==> src/rtl/mux3_rr_select.sv <==
// Select generator for a 3:1 mux: round-robin arbitration of three valid/ready
// sources with bounded bursts, holding the mux selects stable for a whole grant.
module mux3_rr_select #(
    parameter int MAX_BURST = 4,
    parameter int CW        = 4
) (
    input  logic          CK,
    input  logic          RST,
    input  logic [2:0]    REQ,
    output logic [2:0]    ACK,
    input  logic          ZR,
    output logic          ZV,
    output logic          SL0,
    output logic          SL1,
    output logic [2:0]    GNT,
    output logic [CW-1:0] BCNT
);

    typedef enum logic [0:0] {
        ST_IDLE = 1'b0,
        ST_BUSY = 1'b1
    } state_t;

    localparam logic [CW-1:0] BURST_LAST = CW'(MAX_BURST - 1);
    localparam logic [CW-1:0] BCNT_ONE   = {{(CW-1){1'b0}}, 1'b1};

    state_t        state_r, state_s;
    logic [1:0]    lastg_r, lastg_s;
    logic [1:0]    gidx_r,  gidx_s;
    logic [2:0]    gnt_r,   gnt_s;
    logic [1:0]    sl_r,    sl_s;
    logic [CW-1:0] bcnt_r,  bcnt_s;
    logic [1:0]    pick_last_s;
    logic [2:0]    pick_s;
    logic          beat_s;
    logic          release_s;

    // Round-robin scan starting after 'last'; result is {found, index}.
    function automatic logic [2:0] rr_pick(input logic [2:0] req, input logic [1:0] last);
        logic [1:0] o0, o1, o2;
        case (last)
            2'd0:    begin o0 = 2'd1; o1 = 2'd2; o2 = 2'd0; end
            2'd1:    begin o0 = 2'd2; o1 = 2'd0; o2 = 2'd1; end
            default: begin o0 = 2'd0; o1 = 2'd1; o2 = 2'd2; end
        endcase
        if (req[o0]) begin
            rr_pick = {1'b1, o0};
        end else if (req[o1]) begin
            rr_pick = {1'b1, o1};
        end else if (req[o2]) begin
            rr_pick = {1'b1, o2};
        end else begin
            rr_pick = 3'b000;
        end
    endfunction

    function automatic logic [2:0] onehot3(input logic [1:0] g);
        case (g)
            2'd0:    onehot3 = 3'b001;
            2'd1:    onehot3 = 3'b010;
            2'd2:    onehot3 = 3'b100;
            default: onehot3 = 3'b000;
        endcase
    endfunction

    // {SL1,SL0}; the 11 code is never produced so the mux never sees an unused input.
    function automatic logic [1:0] sl_enc(input logic [1:0] g);
        case (g)
            2'd0:    sl_enc = 2'b00;
            2'd1:    sl_enc = 2'b01;
            2'd2:    sl_enc = 2'b10;
            default: sl_enc = 2'b00;
        endcase
    endfunction

    // Next-state: arbitration, burst counting and same-cycle re-arbitration on release.
    always_comb begin
        state_s     = state_r;
        lastg_s     = lastg_r;
        gidx_s      = gidx_r;
        gnt_s       = gnt_r;
        sl_s        = sl_r;
        bcnt_s      = bcnt_r;
        beat_s      = (state_r == ST_BUSY) && (|(gnt_r & REQ)) && ZR;
        release_s   = (state_r == ST_BUSY) &&
                      ((~|(gnt_r & REQ)) || (beat_s && (bcnt_r == BURST_LAST)));
        pick_last_s = (state_r == ST_BUSY) ? gidx_r : lastg_r;
        pick_s      = rr_pick(REQ, pick_last_s);

        case (state_r)
            ST_IDLE: begin
                if (pick_s[2]) begin
                    state_s = ST_BUSY;
                    gidx_s  = pick_s[1:0];
                    gnt_s   = onehot3(pick_s[1:0]);
                    sl_s    = sl_enc(pick_s[1:0]);
                    bcnt_s  = {CW{1'b0}};
                end else begin
                    state_s = ST_IDLE;
                end
            end
            ST_BUSY: begin
                if (release_s) begin
                    lastg_s = gidx_r;
                    bcnt_s  = {CW{1'b0}};
                    if (pick_s[2]) begin
                        state_s = ST_BUSY;
                        gidx_s  = pick_s[1:0];
                        gnt_s   = onehot3(pick_s[1:0]);
                        sl_s    = sl_enc(pick_s[1:0]);
                    end else begin
                        state_s = ST_IDLE;
                        gnt_s   = 3'b000;
                    end
                end else if (beat_s) begin
                    bcnt_s = bcnt_r + BCNT_ONE;
                end else begin
                    bcnt_s = bcnt_r;
                end
            end
            default: begin
                state_s = ST_IDLE;
                gnt_s   = 3'b000;
                bcnt_s  = {CW{1'b0}};
            end
        endcase
    end

    // Grant state register; reset leaves source 0 with first priority.
    always_ff @(posedge CK) begin
        if (RST) begin
            state_r <= ST_IDLE;
            lastg_r <= 2'd2;
            gidx_r  <= 2'd0;
            gnt_r   <= 3'b000;
            sl_r    <= 2'b00;
            bcnt_r  <= {CW{1'b0}};
        end else begin
            state_r <= state_s;
            lastg_r <= lastg_s;
            gidx_r  <= gidx_s;
            gnt_r   <= gnt_s;
            sl_r    <= sl_s;
            bcnt_r  <= bcnt_s;
        end
    end

    assign ZV   = |(gnt_r & REQ);
    assign ACK  = gnt_r & {3{ZR}};
    assign GNT  = gnt_r;
    assign SL0  = sl_r[0];
    assign SL1  = sl_r[1];
    assign BCNT = bcnt_r;

endmodule

==> config.mk <==
export PLATFORM = sky130hd
export DESIGN_NAME = mux3_rr_select
export DESIGN_NICKNAME = d
export VERILOG_FILES = /design/src/rtl/mux3_rr_select.sv
export SDC_FILE = /design/constraint.sdc
export NUM_CORES = 1
export LEC_CHECK = 0
export CAP_MARGIN = 20
export CORE_UTILIZATION = 50
export DETAILED_ROUTE_END_ITERATION = 10
export PLACE_DENSITY = 0.78
export RECOVER_POWER = 50
export SETUP_SLACK_MARGIN = 0.2
export SYNTH_ARGS = -nofsm -noshare
export SYNTH_HDL_FRONTEND = slang
export SYNTH_SLANG_ARGS = --single-unit
export TNS_END_PERCENT = 50
==> constraint.sdc <==
create_clock -name CK -period 4.8 [get_ports CK]
set_input_delay 1.44 -clock CK [delete_from_list [all_inputs] [get_ports CK]]
set_output_delay 1.44 -clock CK [all_outputs]
set_load 0.03 [all_outputs]
==> impl_results.md <==
* Fraction of registers with async set/reset at 0%
* Clock Tree Buf Depth at 2
* Vias in the first global route at 618
* Mapped Nets at 96
* CP top delay family: buffers and inverters
* Chip width at 41.3 um
* CP Capture Type: output port
* RSZ-0062 raised after global routing: no
* Largest net degree at the start of global routing at 12
* Layout Skew at 0.00232 ns
* Worst vdd ir at 188 uV
* Port bufs at 18
* Mean area per synthesized cell at 8.69 sq um
* Place WS at 0.277 ns
* # diodes at 0
* Synthesized cell area at 773 sq um
* Die Footprint at 1710 sq um
* Clock Root Buffer: clkbuf_4
* Overall Power at 0.000288 W
* H-tree depth at 1
* Sink Count at 14
* Core area at 1370 sq um
* IO Pins at 19
* Seq cells post-synth at 14
* Initial antenna violation count at 0
* TritonCTS Buffers at 3
* Starting density of the core at 56.6%
* Status: finished, final reports clean
* Final setup fails at 0
* Sequential-to-total area share from yosys stat at 36.2%
* Final RePlAce weighted congestion at 0.782
* Final #Nets at 117
* Worst slew pin tran at 0.741 ns
* Yosys warning total at 0
* Share of layout cells above drive strength 1 at 9.17%
* 1st-iter DRT viols at 29
* ANT nets after route at 0
* Bufs and invs on worst path at 3
* Worst-Skew Late Latency at 0.29 ns
* F_max at 216 MHz
* GRT overflow at 0
* Critical path type: in2out
* Crit path cell chain: dlygate4sd3_1, a222oi_1, inv_1, clkdlybuf4s50_1
* Global-route wire length before repair at 2.80 mm
* PD cells at 293 nW/um^2
* # rows at 13
* Max incr delay on CP at 0.61 ns
* Drt pass-1 iters at 4
* Post-synth top cells: dfxtp_1 (14), a21oi_1 (8), inv_1 (6), mux2i_1 (5), nor2_1 (5)
* P_leak at 0.395 nW
* # resized after CTS at 0
* Post-synth EDFFs at 0
* DRC at 0
* Post-placement cell count at 120
* Post-route worst setup slack at 0.172 ns
* CTS tree: built
* Minimum clock period at 4.63 ns
* Mapped Cells at 89
* Period utilisation layout at 96.4%
* Slew HR at 50.2%
* Max Slew Vio Count at 0
* Area Growth Syn to Fin at 27.0%
* Largest cells by area after synthesis: dfxtp_1 (36%), mux2i_1 (6.5%), a21oi_1 (5.2%)
* Crit start category: input pin
* Worst Hold Class: reg2reg
* # Max-Cap Violations at 0
* Wire per inst at 15.0 um
* Fin cells at 124
* Post-DP HPWL at 1.31 mm
* WP data required at 3.36 ns
* Final WL at 1.86 mm
* Most used flip-flop cell after synthesis: dfxtp_1
* Via Count at 761
* Fill cells at 122
* Hold_ws at 0.463 ns
* Crit path max-delay cell type: dlygate4sd3_1
* Most numerous cell in the Yosys netlist: dfxtp_1
* Netlist cell types at 38
* Total Routing Usage GR at 26.1%
* Setup TNS at 0 ns
* Final hold viol count at 0
* Synth top area share at 36.2%
* Reg clk slew, reported paths at 0.10 ns
* Worst-path maximum fanout at 6
* Via-per-instance ratio at 6.14
* R2R Setup Slk at 2.88 ns
* Die H at 41.3 um
* Critical Path AT at 3.19 ns
* Yosys top cell by area: dfxtp_1
==> where the power goes <==
| part | internal (W) | leakage [nW] | switching, W |
|---|---|---|---|
| registers | 0.000123 | 0.115 | 0.00000766 |
| logic | 0.0000267 | 0.260 | 0.0000389 |
| clock network | 0.0000463 | 0.0210 | 0.0000449 |
| total | 0.000196 | 0.395 | 0.0000915 |
==> metal layers <==
metal | global-route usage (%) | vias to the layer above | wire length [um]
li1 | - | 366 | -
met1 | 35.2 | 357 | 901
met2 | 37.9 | 36 | 789
met5 | 0 | - | 0
met4 | 12.1 | 0 | 13
met3 | 7.98 | 2 | 158
==> per-stage QoR <==
step	util, %	area (sq um)
5_1_grt	71.9	982
2_1_floorplan	-	773
3_5_place_dp	70.5	963
6_report	71.9	982
3_3_place_gp	70.5	963
4_1_cts	73.2	1000
==> cell families after synthesis <==
group           synth area share, %
simple gates                   25.1
flops                          36.2
mux                            6.47
compound gates                 25.1
buf+inv                        5.50
fa+ha+maj                      1.62
==> layout by cell type (no fill, tap or decap), types with 3 or more instances in the layout <==
master and n:
dlygate4sd3_1 11, clkbuf_4 3, and2_1 3, nor3_1 3
clkdlybuf4s50_1 7, nand2_1 4, mux2i_1 5, nand3b_1 3
o21ai_0 4, nor2_1 5, a21oi_1 8, dfxtp_1 14
inv_1 6, nand2b_1 3
==> path summary, 6_finish.rpt <==
kind                        startpoint                     end  depth (start not counted)
hold reg to reg   sl_r[0]$_SDFFE_PP0P_    sl_r[0]$_SDFFE_PP0P_                          2
hold / removal    sl_r[0]$_SDFFE_PP0P_    sl_r[0]$_SDFFE_PP0P_                          2
setup / recovery                REQ[1]                      ZV                          4
setup reg to reg   GNT[1]$_SDFFE_PP0P_  gidx_r[1]$_SDFFE_PP0P_                          5
==> flip-flops by register name (all words and copies together), names as in the netlist <==
| register | count |
|---|---|
| gidx_r | 2 |
| state_r | 1 |
| lastg_r | 2 |
| GNT | 3 |
| sl_r | 2 |
| BCNT | 4 |
==> cell type report <==
| class | instances | area, sq um | area share, % |
|---|---|---|---|
| Tap cell | 15 | 18.8 | 1.91 |
| Sequential cell | 14 | 280 | 28.5 |
| Clock buffer | 4 | 36.3 | 3.69 |
| Inverter | 7 | 26.3 | 2.68 |
| Multi-Input combinational cell | 65 | 437 | 44.5 |
| Timing Repair Buffer | 19 | 184 | 18.7 |
==> repair_timing <==
action                                  CTS  global route
endpoints found under the setup margin    0             1
buffers inserted                          0             0
hold buffers                              0             0
==> tightest hold or removal path, cell delays in order (launching register included) <==
cell	delay, ns
dfxtp_1	0.32
nand2_1	0.05
a21oi_1	0.05
No activity file was read; power rests on OpenSTA's default activity.
